`src/rtl/vending_pkg.sv`:
```
// Shared vending-machine definitions: dispense FSM states and coin encodings.
// Also imported by the coin-acceptance FSM.
package vending_pkg;

  typedef enum logic [2:0] {
    ST_IDLE  = 3'd0,
    ST_VALVE = 3'd1,
    ST_PICK  = 3'd2,
    ST_EJECT = 3'd3,
    ST_DROP  = 3'd4,
    ST_DONE  = 3'd5
  } state_t;

  localparam logic COIN50  = 1'b0;
  localparam logic COIN100 = 1'b1;

  localparam int unsigned UNIT_VALUE = 50;

endpackage

```
`src/rtl/coffee_dispense_ctrl_coin_tube.sv`:
```
// 4-bit saturating coin-tube counter; a simultaneous refill and eject cancel out.
module coin_tube #(
  parameter int unsigned TUBE_MAX = 15
) (
  input  logic       clk,
  input  logic       rst,
  input  logic       inc,
  input  logic       dec,
  output logic [3:0] count
);

  logic [3:0] count_nxt;
  logic       dec_ok;

  always_comb begin
    dec_ok    = dec && (count != '0);
    count_nxt = count;
    if (inc && !dec_ok) begin
      if (count < 4'(TUBE_MAX)) count_nxt = count + 4'd1;
    end else if (dec_ok && !inc) begin
      count_nxt = count - 4'd1;
    end
  end

  always_ff @(posedge clk or posedge rst) begin
    if (rst) count <= '0;
    else     count <= count_nxt;
  end

endmodule

```
`src/rtl/coffee_dispense_ctrl.sv`:
```
// Vending back-end: runs the coffee valve for a fixed time, then pays change
// coin by coin over a four-phase req/ack handshake while tracking tube stock.
module coffee_dispense_ctrl
  import vending_pkg::*;
#(
  parameter int unsigned CAFE_CYCLES = 8,
  parameter int unsigned TUBE_MAX    = 15
) (
  input  logic       clk,
  input  logic       rst,
  input  logic       start,
  input  logic       cafe_in,
  input  logic       t50_in,
  input  logic       t100_in,
  input  logic       refill50,
  input  logic       refill100,
  input  logic       eject_ack,
  output logic       valve,
  output logic       eject_req,
  output logic       eject_sel,
  output logic       busy,
  output logic       done,
  output logic       short_change,
  output logic [3:0] cnt50,
  output logic [3:0] cnt100,
  output logic [2:0] state
);

  state_t     cur, nxt;
  logic [7:0] timer, timer_nxt;
  logic [1:0] rem, rem_nxt;
  logic       sel, sel_nxt;
  logic       short_r, short_nxt;
  logic       dec50, dec100;

  always_ff @(posedge clk or posedge rst) begin
    if (rst) begin
      cur     <= ST_IDLE;
      timer   <= '0;
      rem     <= '0;
      sel     <= COIN50;
      short_r <= 1'b0;
    end else begin
      cur     <= nxt;
      timer   <= timer_nxt;
      rem     <= rem_nxt;
      sel     <= sel_nxt;
      short_r <= short_nxt;
    end
  end

  always_comb begin
    nxt       = cur;
    timer_nxt = timer;
    rem_nxt   = rem;
    sel_nxt   = sel;
    short_nxt = short_r;
    dec50     = 1'b0;
    dec100    = 1'b0;
    case (cur)
      ST_IDLE: begin
        if (start && cafe_in) begin
          // {t100,t50} is exactly t50 + 2*t100 in 50-units
          rem_nxt   = {t100_in, t50_in};
          short_nxt = 1'b0;
          timer_nxt = 8'(CAFE_CYCLES);
          nxt       = ST_VALVE;
        end
      end
      ST_VALVE: begin
        if (timer <= 8'd1) nxt = ST_PICK;
        else               timer_nxt = timer - 8'd1;
      end
      ST_PICK: begin
        if (rem == 2'd0) begin
          nxt = ST_DONE;
        end else if (rem >= 2'd2 && cnt100 != '0) begin
          sel_nxt = COIN100;
          nxt     = ST_EJECT;
        end else if (cnt50 != '0) begin
          sel_nxt = COIN50;
          nxt     = ST_EJECT;
        end else begin
          short_nxt = 1'b1;
          nxt       = ST_DONE;
        end
      end
      ST_EJECT: begin
        if (eject_ack) begin
          if (sel == COIN100) begin
            dec100  = 1'b1;
            rem_nxt = rem - 2'd2;
          end else begin
            dec50   = 1'b1;
            rem_nxt = rem - 2'd1;
          end
          nxt = ST_DROP;
        end
      end
      ST_DROP: begin
        if (!eject_ack) nxt = ST_PICK;
      end
      ST_DONE: nxt = ST_IDLE;
      default: nxt = ST_IDLE;
    endcase
  end

  coin_tube #(.TUBE_MAX(TUBE_MAX)) u_tube50 (
    .clk   (clk),
    .rst   (rst),
    .inc   (refill50),
    .dec   (dec50),
    .count (cnt50)
  );

  coin_tube #(.TUBE_MAX(TUBE_MAX)) u_tube100 (
    .clk   (clk),
    .rst   (rst),
    .inc   (refill100),
    .dec   (dec100),
    .count (cnt100)
  );

  assign valve        = (cur == ST_VALVE);
  assign eject_req    = (cur == ST_EJECT);
  assign busy         = (cur != ST_IDLE);
  assign done         = (cur == ST_DONE);
  assign eject_sel    = sel;
  assign short_change = short_r;
  assign state        = cur;

endmodule

```
`config.mk`:
```
export PLATFORM = sky130hd
export DESIGN_NAME = coffee_dispense_ctrl
export DESIGN_NICKNAME = d
export VERILOG_FILES = /design/src/rtl/vending_pkg.sv /design/src/rtl/coffee_dispense_ctrl_coin_tube.sv /design/src/rtl/coffee_dispense_ctrl.sv
export SDC_FILE = /design/constraint.sdc
export NUM_CORES = 1
export LEC_CHECK = 0
export BUFFER_PORTS_ARGS = -buffer_cell sky130_fd_sc_hd__buf_2
export CAP_MARGIN = 10
export CORE_MARGIN = 10
export CORE_UTILIZATION = 35
export CTS_BUF_LIST = sky130_fd_sc_hd__clkbuf_8
export DETAILED_ROUTE_END_ITERATION = 10
export GPL_TIMING_DRIVEN = 0
export PLACE_DENSITY = 0.58
export SYNTH_ARGS = -nofsm -noshare
export SYNTH_HDL_FRONTEND = slang
export SYNTH_SLANG_ARGS = --single-unit
```
`constraint.sdc`:
```
create_clock -name clk -period 4.1 [get_ports clk]
set_input_delay 0.82 -clock clk [delete_from_list [all_inputs] [get_ports clk]]
set_output_delay 0.82 -clock clk [all_outputs]
set_load 0.005 [all_outputs]
```
Word level (Yosys, flattened, before mapping)

Index checks and enable logic that the tools add are counted.

$add $sub $neg: 7
$lt $le $gt $ge: 4
Equal/unequal tests: 15
Mux-type cells: 34
Bitwise gates (word level): 1
Reductions and logical operators: 30

Operators with widths:

| cell                                                                              | number |
|---|---|
| 4-bit 2-to-1 mux                                                                  | 6 |
| 3-bit 2-to-1 mux                                                                  | 7 |
| 2-bit inequality test (second input constant)                                     | 9 |
| 8-bit 2-to-1 mux                                                                  | 2 |
| 8-bit case mux with 2 select lines                                                | 1 |
| 3-bit case mux with 5 select lines                                                | 1 |
| 1-bit 2-to-1 mux                                                                  | 12 |
| 2-bit nonzero test                                                                | 6 |
| 3-bit AND reduction                                                               | 3 |
| 4-bit by 1-bit adder with 4-bit output (second input constant)                    | 2 |
| 8-bit by 1-bit less-or-equal comparator with 1-bit output (second input constant) | 1 |
| 1-bit logical AND                                                                 | 8 |
| 4-bit < comparator (second input constant)                                        | 2 |
| 4-bit nonzero test                                                                | 2 |
| 4-bit by 1-bit subtractor with 4-bit output (second input constant)               | 2 |
| 8-bit by 1-bit subtractor with 8-bit output (second input constant)               | 1 |
| 3-bit by 2-bit equality test with 1-bit output (second input constant)            | 2 |
| 3-bit equality test (second input constant)                                       | 2 |
| 2-bit 2-to-1 mux                                                                  | 3 |
| 5-bit AND reduction                                                               | 1 |
| 1-bit logical NOT                                                                 | 4 |
| 2-bit case mux with 2 select lines                                                | 1 |
| 2-bit AND reduction                                                               | 2 |
| 4-bit AND reduction                                                               | 1 |
| other kinds (10)                                                                  | 10 |

Bits in registers: 23
Logic and storage cells: 98

Longest topological paths before layout

Depth after elaboration: 8
Gate-level depth with buffers: 9

Hierarchy

Synthesis repeated with hierarchy kept, for this count alone.

Cells, all modules: 163
Area, all modules: 1651.6 µm²

By module, submodules not included:

| module               | instances | cells an instance | area each (µm²) |
|---|---|---|---|
| coffee_dispense_ctrl | 1         | 111               | 1073.5 |
| coin_tube            | 2         | 26                | 289.0 |

Least setup slack after synthesis

Ideal clock, no wire load.

Kind: input to register
Start: in eject_ack
End: reg u_tube100.count[3]
Setup time: 0.079 ns
Arrival time: 2.700 ns
Required time: 4.021 ns
Setup slack: 1.321 ns
Stages on the path: 9
Buffers on the path: 1
Path through: nand4b_1 -> or3b_1 -> clkbuf_1 -> nand2_1 -> ha_1 -> and3_1 -> or3_1 -> mux2i_1 -> xor2_1

Word-level cells in the longest chain between the ends: 7

Ends and longest elaborated chain:

| item                                                                                | line                                 | source |
|---|---|---|
| start: declaration                                                                  | coffee_dispense_ctrl.sv:17           | `input logic eject_ack,` |
| 1-bit 2-to-1 mux *                                                                  | coffee_dispense_ctrl.sv:89           | `if (eject_ack) begin` |
| 1-bit 2-to-1 mux *                                                                  | coffee_dispense_ctrl.sv:60           | `case (cur)` |
| 1-bit logical AND *                                                                 | coffee_dispense_ctrl_coin_tube.sv:16 | `dec_ok = dec && (count != '0);` |
| 1-bit logical NOT                                                                   | coffee_dispense_ctrl_coin_tube.sv:18 | `if (inc && !dec_ok) begin` |
| 1-bit logical AND                                                                   | coffee_dispense_ctrl_coin_tube.sv:18 |  |
| 2-bit inequality test (no source line) / 2-bit nonzero test (equally long branches) | -                                    |  |
| 2-bit AND reduction (no source line)                                                | -                                    |  |
| end signal: assignment                                                              | coffee_dispense_ctrl_coin_tube.sv:27 | `else count <= count_nxt;` |
| end: declaration                                                                    | coffee_dispense_ctrl_coin_tube.sv:9  | `output logic [3:0] count` |

Every way passes the cells marked *; elsewhere a longest branch is shown, timed or not.
A chain may end at the register's enable or synchronous reset.

Worst setup path after layout

Start: reg u_tube100.count[0]
End: reg u_tube100.count[3]

Word-level cells in the longest chain between the ends: 6

Ends and longest elaborated chain:

| item |
|---|
| branches (longest 6 deep; another with 4-bit by 1-bit subtractor with 4-bit output) |

Parallel ways; which one is timed is not known. The select of a mux whose other input is x is not followed.

==> out/results.txt <==
outcome - completed
share of async-settable or async-resettable flops after synthesis - 1.00
Yosys top cell by area - dfrtp_1
Clock transition at path regs - 0.09 ns
register area share after synthesis - 0.376
crit end category - flip-flop
drt drc - 0
syn nets - 179
fillcell total - 414
Post-synth EDFFs - 0
Core Util, Final - 0.428
Yosys cell types - 46
worst min path class - reg -> reg
clk sinks - 23
maximum capacitance violations - 0
Clock Skews - 0.00150 ns
Hold Path End - timer[5]
Crit path required time - 4.30 ns
initial antenna violation count - 0
relative slew slack - 0.372
die height - 86.2 um
Final period util - 0.704
R2R setup slack - 1.21 ns
largest net degree at the start of global routing - 24
vias per cell - 5.37
Setup-failing EPs final - 0
Area contributors post-synth - dfrtp_1 38%, ha_1 6.5%, xor2_1 4.0%
CTS Hold Bufs - 0
Setup Total Neg Slack - 0 ns
Total GRT Usage - 0.0918
max-slew violation count - 0
VDD IR-drop max - 0.319 mV
Power Total - 1.36 mW
CTS tree - yes
CTS H-Tree Depth - 1
Fmax - 347 MHz
die area - 0.00742 sq mm
postcts setup bufs - 0
Worst EP arrival - 3.08 ns
WL final - 3460 um
RSZ-0062 raised after global routing - no
syn_area_per_cell - 9.57 sq um
via count - 1279
Final Critical Period - 2.89 ns
Slew @ Worst Pin - 0.941 ns
WHS Path Cells - 1
hold_sp - timer[5]
drt first pass iters - 4
Gate Count Post-Synth - 160
WL/cell - 14.6 um
Final ANT Viol Nets - 0
PwrDens - 772 mW/mm^2
clk_lat worst skew - 0.27 ns
Synth Flop Type - dfrtp_1
I/O pin total - 26
Post-DP HPWL - 2720 um
DRT iter0 DRCs - 58
vias in the first global route - 1238
row count - 23
nets - 208
worst-path maximum fanout - 6
worst r2r src - u_tube100.count[0]
largest buffer count on any clock path - 2
clk root buf - clkbuf_8
Antenna diodes - 0
YS warnings - 0
top-area cell type share of the netlist area - 0.376
die extent in x - 86.2 um
Hold Vio Cnt, Final - 0
core area - 0.00412 sq mm
layout overhead on the synthesized area - 15.0%
Synth Register Bits - 23
CP Launch Type - flip-flop
CP Class - reg -> reg
# port buffers - 24
Post-Syn Area - 0.00153 sq mm
layout cell share with drive strength beyond 1 - 0.186
initial core utilization - 0.372
CTS resizes - 0
first-pass GRT wire length - 5670 um
Num CTS Buffers - 3
gpl congestion - 0.791
R2R depth - 9
Pleak - 0.823 nW
GRT Residual Overflow - 0
Reg2Reg Capture Point - u_tube100.count[3]
==> layout make-up <==
type                       instances  area, sq um  area share
tap                               50         62.6      0.0355
timing repair buffer              24          120      0.0682
sequential                        23          576       0.327
buffer                             6         22.5      0.0128
multi-input combinational        117          881       0.500
clock inverter                     1         5.00     0.00284
clock buffer                       3         41.3      0.0235
inverter                          14         52.6      0.0299
==> per-layer routing <==
layer / vias up / global-route usage / wire length (um)
met5: - / 0 / 0
met4: 0 / 0.0135 / 17
li1: 633 / - / -
met2: 17 / 0.170 / 1780
met3: 4 / 0.0341 / 158
met1: 625 / 0.0979 / 1510
==> per-stage QoR <==
step	std cells	hold WS [ns]	area [sq um]	setup slack (ns)
3_3_place_gp	234	0.491	1710	0.999
5_1_grt	238	0.569	1760	0.968
4_1_cts	238	0.525	1760	1.19
6_report	238	0.521	1760	1.21
3_5_place_dp	234	0.508	1710	0.952
2_1_floorplan	160	0.473	1530	1.32
==> cells in the final DEF (no fill, tap or decap), drive strengths merged, types with 5 or more instances in the layout <==
master	count
a21oi	6
buf	24
clkbuf	9
dfrtp	23
ha	8
inv	14
mux2i	5
nand2	10
nand3	5
nor2	11
nor3	6
xor2	7
==> power breakdown <==
part           leakage, nW  internal, mW  switching (mW)
clock               0.0255        0.0680          0.0775
sequential           0.277         0.336           0.135
combinational        0.521         0.344           0.399
total                0.823         0.748           0.612
==> worst max path at each step <==
stage,start,to,slack [ns],cells past startpoint
after floorplan,eject_ack,u_tube100.count[3],1.32,9
after global placement,eject_ack,u_tube100.count[3],1.0,10
after detailed placement,eject_ack,u_tube100.count[3],0.95,10
after CTS,u_tube100.count[0],u_tube100.count[3],1.19,9
after global routing,u_tube100.count[0],u_tube100.count[3],0.97,9
final,u_tube100.count[0],u_tube100.count[3],1.21,9
==> registers in the layout, summed over array words and instances, names as in the netlist <==
name / count
short_change: 1
eject_sel: 1
state: 3
timer: 8
rem: 2
u_tube50.count: 4
u_tube100.count: 4
==> synthesized netlist by cell type (all sizes together), types with 3 or more instances <==
master / instances
a21oi: 6
and3: 3
clkbuf: 6
dfrtp: 23
ha: 8
inv: 14
mux2: 3
mux2i: 5
nand2: 10
nand3: 5
nor2: 11
nor3: 6
nor4: 4
o2111ai: 3
o21ai: 4
xnor2: 3
xor2: 7
==> cells by family after synthesis <==
kind of cell	count (synthesis)	share of synthesized area
flip-flops	23	0.376
buffers and inverters	20	0.0490
multiplexers	8	0.0547
AND/OR/NAND/NOR	56	0.208
AO/OA/AOI/OAI	33	0.164
XOR/XNOR	10	0.0572
adder cells (fa/ha/maj)	10	0.0915
==> critical path: stages, from the launching register on <==
cell and delay, ns:
dfrtp_1 0.47, nor4_1 0.49, or3b_1 0.19, clkbuf_1 0.27, nand2_1 0.17, ha_1 0.35
and3_1 0.21, or3_1 0.35, mux2i_1 0.17, xor2_1 0.16
Power figures use the tool's default switching activity.
